===== src/rtl/mc_cpu_pkg.sv =====
// Shared constants and types for the multi-cycle MIPS-subset control unit:
// ALU function codes, opcode/funct values, PC source codes, FSM states and
// the instruction classes produced by the decoder.
package mc_cpu_pkg;

    // ALU function codes
    localparam logic [2:0] ALU_AND  = 3'b000;
    localparam logic [2:0] ALU_OR   = 3'b001;
    localparam logic [2:0] ALU_XOR  = 3'b010;
    localparam logic [2:0] ALU_NOR  = 3'b011;
    localparam logic [2:0] ALU_ADD  = 3'b100;
    localparam logic [2:0] ALU_SUB  = 3'b101;
    localparam logic [2:0] ALU_SLT  = 3'b110;
    localparam logic [2:0] ALU_SLLV = 3'b111;

    // Opcodes, Inst_code[31:26]
    localparam logic [5:0] OP_RTYPE = 6'h00;
    localparam logic [5:0] OP_ADDI  = 6'h08;
    localparam logic [5:0] OP_ANDI  = 6'h0C;
    localparam logic [5:0] OP_ORI   = 6'h0D;
    localparam logic [5:0] OP_XORI  = 6'h0E;
    localparam logic [5:0] OP_LW    = 6'h23;
    localparam logic [5:0] OP_SW    = 6'h2B;
    localparam logic [5:0] OP_BEQ   = 6'h04;
    localparam logic [5:0] OP_BNE   = 6'h05;
    localparam logic [5:0] OP_J     = 6'h02;

    // R-type funct values, Inst_code[5:0]
    localparam logic [5:0] FN_AND  = 6'h24;
    localparam logic [5:0] FN_OR   = 6'h25;
    localparam logic [5:0] FN_XOR  = 6'h26;
    localparam logic [5:0] FN_NOR  = 6'h27;
    localparam logic [5:0] FN_ADD  = 6'h20;
    localparam logic [5:0] FN_SUB  = 6'h22;
    localparam logic [5:0] FN_SLT  = 6'h2A;
    localparam logic [5:0] FN_SLLV = 6'h04;

    // PC source select
    localparam logic [1:0] PCS_SEQ = 2'b00;  // PC+4
    localparam logic [1:0] PCS_BR  = 2'b01;  // PC+4+(sext imm<<2)
    localparam logic [1:0] PCS_JMP = 2'b10;  // {PC[31:28],addr26,2'b00}

    typedef enum logic [3:0] {
        S_INIT   = 4'd0,
        S_IF     = 4'd1,
        S_ID     = 4'd2,
        S_EXE_R  = 4'd3,
        S_EXE_I  = 4'd4,
        S_EXE_MA = 4'd5,
        S_MEM_RD = 4'd6,
        S_MEM_WR = 4'd7,
        S_WB_R   = 4'd8,
        S_WB_I   = 4'd9,
        S_WB_LD  = 4'd10,
        S_BR     = 4'd11,
        S_JMP    = 4'd12,
        S_ILL    = 4'd13
    } state_t;

    typedef enum logic [2:0] {
        CLS_R,
        CLS_I,
        CLS_LW,
        CLS_SW,
        CLS_BEQ,
        CLS_BNE,
        CLS_J,
        CLS_ILL
    } inst_class_t;

endpackage


===== src/rtl/mc_cpu_decode.sv =====
// Combinational instruction decoder: classifies the IR contents and derives
// the ALU function, immediate extension mode and the add/sub overflow flag.
module mc_cpu_decode
    import mc_cpu_pkg::*;
(
    input  logic [31:0] Inst_code,
    output inst_class_t cls,
    output logic [2:0]  alu_op,
    output logic        imm_s,
    output logic        is_addsub
);

    logic [5:0] opcode;
    logic [5:0] funct;
    logic       unused_fields;

    assign opcode = Inst_code[31:26];
    assign funct  = Inst_code[5:0];
    // Register numbers and immediates only matter to the datapath.
    assign unused_fields = ^Inst_code[25:6];

    // Opcode/funct decode; unknown encodings fall through to CLS_ILL.
    always_comb begin
        // NOTE: every output gets a default first so no path leaves one unassigned (no latch).
        cls       = CLS_ILL;
        alu_op    = ALU_ADD;
        imm_s     = 1'b0;
        is_addsub = 1'b0;
        case (opcode)
            OP_RTYPE: begin
                cls       = CLS_R;
                is_addsub = (funct == FN_ADD) || (funct == FN_SUB);
                case (funct)
                    FN_AND:  alu_op = ALU_AND;
                    FN_OR:   alu_op = ALU_OR;
                    FN_XOR:  alu_op = ALU_XOR;
                    FN_NOR:  alu_op = ALU_NOR;
                    FN_ADD:  alu_op = ALU_ADD;
                    FN_SUB:  alu_op = ALU_SUB;
                    FN_SLT:  alu_op = ALU_SLT;
                    FN_SLLV: alu_op = ALU_SLLV;
                    default: cls    = CLS_ILL;
                endcase
            end
            OP_ADDI: begin
                cls       = CLS_I;
                alu_op    = ALU_ADD;
                imm_s     = 1'b1;
                is_addsub = 1'b1;
            end
            OP_ANDI: begin
                cls    = CLS_I;
                alu_op = ALU_AND;
            end
            OP_ORI: begin
                cls    = CLS_I;
                alu_op = ALU_OR;
            end
            OP_XORI: begin
                cls    = CLS_I;
                alu_op = ALU_XOR;
            end
            OP_LW: begin
                cls   = CLS_LW;
                imm_s = 1'b1;
            end
            OP_SW: begin
                cls   = CLS_SW;
                imm_s = 1'b1;
            end
            OP_BEQ: begin
                cls    = CLS_BEQ;
                alu_op = ALU_SUB;
                imm_s  = 1'b1;
            end
            OP_BNE: begin
                cls    = CLS_BNE;
                alu_op = ALU_SUB;
                imm_s  = 1'b1;
            end
            OP_J:    cls = CLS_J;
            default: cls = CLS_ILL;
        endcase
    end

endmodule


===== src/rtl/mc_cpu_ctrl.sv =====
// Multi-cycle control FSM for the MIPS-subset CPU. Sequences each instruction
// through fetch/decode/execute/memory/writeback, counts memory latencies, and
// raises one-cycle trap/illegal pulses. rst high gates every output to zero.
module mc_cpu_ctrl
    import mc_cpu_pkg::*;
#(
    parameter int IMEM_LAT = 1,
    parameter int DMEM_LAT = 1,
    parameter bit OF_TRAP  = 1'b1
) (
    input  logic        clk,
    input  logic        rst,
    input  logic [31:0] Inst_code,
    input  logic        ZF,
    input  logic        OF,
    output logic        PC_Write,
    output logic [1:0]  PC_s,
    output logic        IR_Write,
    output logic        Write_Reg,
    output logic        Mem_Write,
    output logic        Mem_Read,
    output logic        rd_rt_s,
    output logic        imm_s,
    output logic        rt_imm_s,
    output logic        alu_mem_s,
    output logic [2:0]  ALU_OP,
    output logic        trap,
    output logic        illegal,
    output logic [3:0]  state_o
);

    localparam int MAX_LAT = (IMEM_LAT > DMEM_LAT) ? IMEM_LAT : DMEM_LAT;
    localparam int CNT_W   = (MAX_LAT > 1) ? $clog2(MAX_LAT) : 1;
    localparam logic [CNT_W-1:0] IF_LAST = CNT_W'(IMEM_LAT - 1);
    localparam logic [CNT_W-1:0] DM_LAST = CNT_W'(DMEM_LAT - 1);

    state_t           state, state_next;
    logic [CNT_W-1:0] cnt, cnt_next;

    inst_class_t dec_cls;
    logic [2:0]  dec_alu_op;
    logic        dec_imm_s;
    logic        dec_is_addsub;
    logic        ovf_trap;

    mc_cpu_decode u_decode (
        .Inst_code (Inst_code),
        .cls       (dec_cls),
        .alu_op    (dec_alu_op),
        .imm_s     (dec_imm_s),
        .is_addsub (dec_is_addsub)
    );

    assign ovf_trap = OF_TRAP && dec_is_addsub && OF;
    assign state_o  = state;

    // State register and latency counter.
    always_ff @(posedge clk) begin
        // NOTE: reset is synchronous; it is just the highest-priority branch on the clock edge.
        if (rst) begin
            state <= S_INIT;
            cnt   <= '0;
        end else begin
            // NOTE: non-blocking so every register samples pre-edge values.
            state <= state_next;
            cnt   <= cnt_next;
        end
    end

    // Next-state logic and Moore output decode.
    always_comb begin
        state_next = state;
        cnt_next   = '0;
        PC_Write   = 1'b0;
        PC_s       = PCS_SEQ;
        IR_Write   = 1'b0;
        Write_Reg  = 1'b0;
        Mem_Write  = 1'b0;
        Mem_Read   = 1'b0;
        rd_rt_s    = 1'b0;
        imm_s      = 1'b0;
        rt_imm_s   = 1'b0;
        alu_mem_s  = 1'b0;
        ALU_OP     = ALU_AND;
        trap       = 1'b0;
        illegal    = 1'b0;

        case (state)
            S_INIT: state_next = S_IF;

            S_IF: begin
                if (cnt == IF_LAST) begin
                    IR_Write   = 1'b1;
                    PC_Write   = 1'b1;
                    PC_s       = PCS_SEQ;
                    state_next = S_ID;
                end else begin
                    cnt_next = cnt + 1'b1;
                end
            end

            S_ID: begin
                case (dec_cls)
                    CLS_R:            state_next = S_EXE_R;
                    CLS_I:            state_next = S_EXE_I;
                    CLS_LW, CLS_SW:   state_next = S_EXE_MA;
                    CLS_BEQ, CLS_BNE: state_next = S_BR;
                    CLS_J:            state_next = S_JMP;
                    default:          state_next = S_ILL;
                endcase
            end

            S_EXE_R: begin
                ALU_OP     = dec_alu_op;
                state_next = S_WB_R;
            end

            S_EXE_I: begin
                ALU_OP     = dec_alu_op;
                rt_imm_s   = 1'b1;
                imm_s      = dec_imm_s;
                state_next = S_WB_I;
            end

            S_EXE_MA: begin
                ALU_OP     = ALU_ADD;
                rt_imm_s   = 1'b1;
                imm_s      = 1'b1;
                state_next = (dec_cls == CLS_LW) ? S_MEM_RD : S_MEM_WR;
            end

            // Address selects stay up so the memory sees a stable address
            // for the whole access.
            S_MEM_RD: begin
                ALU_OP   = ALU_ADD;
                rt_imm_s = 1'b1;
                imm_s    = 1'b1;
                Mem_Read = 1'b1;
                if (cnt == DM_LAST) state_next = S_WB_LD;
                else                cnt_next   = cnt + 1'b1;
            end

            S_MEM_WR: begin
                ALU_OP    = ALU_ADD;
                rt_imm_s  = 1'b1;
                imm_s     = 1'b1;
                Mem_Write = 1'b1;
                if (cnt == DM_LAST) state_next = S_IF;
                else                cnt_next   = cnt + 1'b1;
            end

            S_WB_R: begin
                ALU_OP     = dec_alu_op;
                rd_rt_s    = 1'b1;
                Write_Reg  = ~ovf_trap;
                trap       = ovf_trap;
                state_next = S_IF;
            end

            S_WB_I: begin
                ALU_OP     = dec_alu_op;
                rt_imm_s   = 1'b1;
                imm_s      = dec_imm_s;
                Write_Reg  = ~ovf_trap;
                trap       = ovf_trap;
                state_next = S_IF;
            end

            S_WB_LD: begin
                Write_Reg  = 1'b1;
                alu_mem_s  = 1'b1;
                state_next = S_IF;
            end

            S_BR: begin
                ALU_OP     = ALU_SUB;
                PC_s       = PCS_BR;
                PC_Write   = (dec_cls == CLS_BNE) ? ~ZF : ZF;
                state_next = S_IF;
            end

            S_JMP: begin
                PC_Write   = 1'b1;
                PC_s       = PCS_JMP;
                state_next = S_IF;
            end

            // PC was already advanced in IF, so the bad word is skipped.
            S_ILL: begin
                illegal    = 1'b1;
                state_next = S_IF;
            end

            default: state_next = S_INIT;
        endcase

        // An aborting reset must not let any enable through in its cycle.
        if (rst) begin
            PC_Write  = 1'b0;
            PC_s      = PCS_SEQ;
            IR_Write  = 1'b0;
            Write_Reg = 1'b0;
            Mem_Write = 1'b0;
            Mem_Read  = 1'b0;
            rd_rt_s   = 1'b0;
            imm_s     = 1'b0;
            rt_imm_s  = 1'b0;
            alu_mem_s = 1'b0;
            ALU_OP    = ALU_AND;
            trap      = 1'b0;
            illegal   = 1'b0;
        end
    end

endmodule


===== config.mk =====
export PLATFORM = sky130hd
export DESIGN_NAME = mc_cpu_ctrl
export DESIGN_NICKNAME = d
export VERILOG_FILES = /design/src/rtl/mc_cpu_pkg.sv /design/src/rtl/mc_cpu_decode.sv /design/src/rtl/mc_cpu_ctrl.sv
export SDC_FILE = /design/constraint.sdc
export NUM_CORES = 1
export LEC_CHECK = 0
export ABC_AREA = 1
export CAP_MARGIN = 20
export CORE_AREA = 5 5 63 65
export CTS_CLUSTER_SIZE = 25
export DETAILED_ROUTE_END_ITERATION = 6
export DIE_AREA = 0 0 68 70
export PLACE_DENSITY = 0.7
export SYNTH_ARGS = -nofsm -noshare
export SYNTH_HDL_FRONTEND = slang
export SYNTH_HIERARCHICAL = 1
export SYNTH_SLANG_ARGS = --single-unit

===== constraint.sdc =====
create_clock -name clk -period 4.1 [get_ports clk]
set_clock_uncertainty 0.15 [all_clocks]
set_input_delay 0.82 -clock clk [delete_from_list [all_inputs] [get_ports clk]]
set_output_delay 0.82 -clock clk [all_outputs]
set_load 0.02 [all_outputs]

==> summary.txt, run 1 <==
Placement
  • DP Worst Slack: -0.0266 ns
  • RePlAce Congestion: 0.860
  • Post-DP HPWL: 2210 µm
  • Count of port buffers added during placement: 35
  • Dpl cells: about 270
  • Placed inst area: 1400 µm²

Layout
  • Area taken by flip-flops and latches: 100 µm²
  • Post-route cell area: about 1400 µm²
  • Syn-to-layout area delta: 51.5%
  • Layout cell share with drive strength beyond 1: 0.159
  • Number of antenna diodes: 0
  • Final core utilization: 0.436
  • Multi-input gate area: 714 µm²
  • Fill cells: 347
  • Final Non-Filler Cells: 272
  • Layout Nets: 263

Critical path
  • CP Class: in -> out
  • Slowest-stage cell, CP: clkdlybuf4s50_1
  • CP top delay family: buffers and inverters
  • R2R depth: 11
  • Crit path depth: 9
  • Setup crit start kind: primary input
  • Cell Chain, Critical Path: clkdlybuf4s50_1 > nor2_8 > nand3_2 > buf_4 > o21ai_0 > o21bai_1 > nand2_1 > a21oi_1 > clkdlybuf4s50_1
  • CP Buf/Inv Count: 3
  • Crit path max fanout: 8
  • CP arrival: 2.86 ns
  • Max stage delay on crit path: 0.62 ns
  • Worst Path Required: 3.13 ns
  • Crit path capture type: output port
  • CP most frequent cell: clkdlybuf4s50_1

Routing
  • DRC Markers: 0
  • Via count: around 1200
  • Drt total wl: 2570 µm
  • TritonRoute pass-1 iters: 4
  • First DRT Iteration DRCs: 81
  • Vias per Instance: 4.46
  • Antenna-violating nets left: 0
  • Wire per inst: between 9 and 10 µm

Power and ir drop
  • Switching power total: between 0.2 and 0.25 mW
  • Register share of total power: 0.202
  • Logic gate share of total power: 0.666
  • Worst VDD drop: 0.109 mV
  • Pint: ~0.21 mW
  • Power Density: ~300 nW/µm²
  • Clock share of power: 0.132
  • Total Power: around 0.42 mW
  • Net Sw Frac: 0.501
  • Leak Pwr: 0.713 nW

Run status
  • Run status: finished clean

Min path
  • Hold Path Class: reg -> reg
  • Worst Hold Depth: 2

Logic synthesis
  • Yosys cell types: 24
  • Yosys warns: 6
  • Post-Syn Nets: 217
  • Mapped Cells: 181
  • Post-synth design cell area: 945 µm²
  • Synth area leader: nand2_1
  • Register area share after synthesis: 0.106
  • Synth top area share: 0.167
  • Post-synthesis area per instance: 5.22 µm²
  • Synth top area cells: nand2_1, inv_1, nor2_1
  • Post-synthesis register bit count: 5

Timing
  • Unrepaired setup endpoints after global routing: false
  • Final setup fails: 0
  • Final critical-path required period: 3.83 ns
  • Final hold violations: 0
  • Worst setup slack after layout: about 0.27 ns
  • Period utilisation layout: 0.934
  • Hold_ws: between 0.4 and 0.5 ns
  • Slew Limit Fails: 0
  • Total negative slack: 0 ns
  • Fmax: 261 MHz

Job
  • Max capacitance violation total: 0

Clock tree
  • TritonCTS clock tree: done
  • Worst-skew pair later-pin latency: 0.24 ns
  • Clock transition at the registers of the reported paths: 0.04 ns
  • H-tree depth: 1
  • Clock buffer depth: 2
  • Clk sinks: 5
  • Postcts setup bufs: 0
  • Clock buffer count from CTS: 3
  • Clk root buf: clkbuf_4

Global routing
  • Met1 Usage GRT: 0.152
  • Total gr overflow: 0
  • First-pass GRT wire length: 4360 µm
  • Largest net degree at the start of global routing: 11
  • Vias in the first global route: 1057
  • Met3 Use GR: 0.0288
  • Gr usage total: 0.110
  • Antenna violations before repair: 0
  • Met2 usage: 0.178
  • GR peak layer: met2

Die
  • Die area: 4760 µm²
  • Top Ports: 56
  • Initial Util: 0.288
  • Core area: 3280 µm²
  • Row count: 21
  • Die X-Extent: roughly 68 µm
  • Die height: 70 µm
-- kinds of logic (layout without fill, tap and decap cells) --
group / after synthesis / after routing / share of synthesized area
flip-flops: 5 / 5 / 0.106
AO/OA/AOI/OAI: 21 / 21 / 0.122
other: 1 / 1 / 0.00397
AND/OR/NAND/NOR: 120 / 120 / 0.625
buffers and inverters: 34 / 79 / 0.143
-- registers in the layout, indices dropped and copies added (netlist names) --
signal   count
cnt          1
state_o      4
-- per-layer routing --
layer	share of wire	vias up	wire (µm)
met3	0.055	0	142
met1	0.50	513	1280
met2	0.44	27	1140
met5	0	-	0
met4	0	0	0
li1	-	673	-
-- final cells by class --
cell class / count / area share
timing repair buffer: 44 / 0.291
sequential: 5 / 0.0699
tap: 46 / 0.0402
clock buffer: 4 / 0.0184
multi-input combinational: 142 / 0.499
inverter: 31 / 0.0813
-- cell usage after synthesis --
cell and n:
nor2_8 1, a21oi_1 8, nand3_2 4, nand3_1 20, nand3b_1 1, inv_1 28
o22ai_1 2, nor3_1 5, nor3b_1 2, o211ai_1 1, o21ai_0 7, a31oi_1 2
nor2_2 8, nand4_1 2, nand3_4 1, clkbuf_1 2, o21bai_1 1, dfxtp_1 5
inv_2 3, nand2_1 42, nand2_2 7, conb_1 1, nor2_1 27, buf_6 1
-- power by group through the flow --
stage                     registers (mW)  logic (mW)  clock network, mW
after floorplan                   0.0925       0.177                  0
after global placement            0.0862       0.282                  0
after detailed placement          0.0855       0.283                  0
after CTS                         0.0848       0.283             0.0588
after global routing              0.0891       0.315             0.0655
final                             0.0856       0.282             0.0558
-- worst paths after layout --
path	to	slack (ns)	startpoint
setup reg to reg	state_o[2]	2.57	state_o[1]
hold reg to reg	state_o[0]	0.40	state_o[0]
setup / recovery	ALU_OP[0]	0.27	Inst_code[31]
hold / removal	state_o[0]	0.40	state_o[0]
-- what timing repair did --
action,in CTS,in global routing
gates resized for setup,1,1
gates cloned,0,0
endpoints found under the setup margin,1,1
hold buffers,0,0
-- layout by cell type, fill, tap and decap left out --
cell type / synthesis / layout
nand2_1: 42 / 42
a21oi_1: 8 / 8
nand3b_1: 1 / 1
a31oi_1: 2 / 2
o21bai_1: 1 / 1
nor2_1: 27 / 27
nor3_1: 5 / 5
clkdlybuf4s50_1: 0 / 34
inv_1: 28 / 28
clkbuf_1: 2 / 1
o22ai_1: 2 / 2
nand3_4: 1 / 1
dfxtp_1: 5 / 5
nor3b_1: 2 / 2
nand3_2: 4 / 4
nor2_8: 1 / 1
nor2_4: 0 / 1
nand3_1: 20 / 20
dlygate4sd2_1: 0 / 1
o21ai_0: 7 / 7
conb_1: 1 / 1
nand4_1: 2 / 2
clkbuf_4: 0 / 3
inv_2: 3 / 3
nand2_2: 7 / 7
o211ai_1: 1 / 1
nor2_2: 8 / 7
buf_4: 0 / 9
-- tightest hold or removal path: stages (launching register included) --
cell and delay [ns]:
dfxtp_1 0.36, nand2_1 0.09, a21oi_1 0.05
(Power assumes the default switching activity.)
==> run 2: changes to the inputs <==
--- a/config.mk
+++ b/config.mk
@@ -11,7 +11,9 @@
 export CTS_CLUSTER_SIZE = 25
 export DETAILED_ROUTE_END_ITERATION = 6
 export DIE_AREA = 0 0 68 70
+export GPL_ROUTABILITY_DRIVEN = 0
 export PLACE_DENSITY = 0.7
+export SLEW_MARGIN = 10
 export SYNTH_ARGS = -nofsm -noshare
 export SYNTH_HDL_FRONTEND = slang
 export SYNTH_HIERARCHICAL = 1
==> results of run 2 <==
Final layout, timing and power as in run 1 (identical DEF).
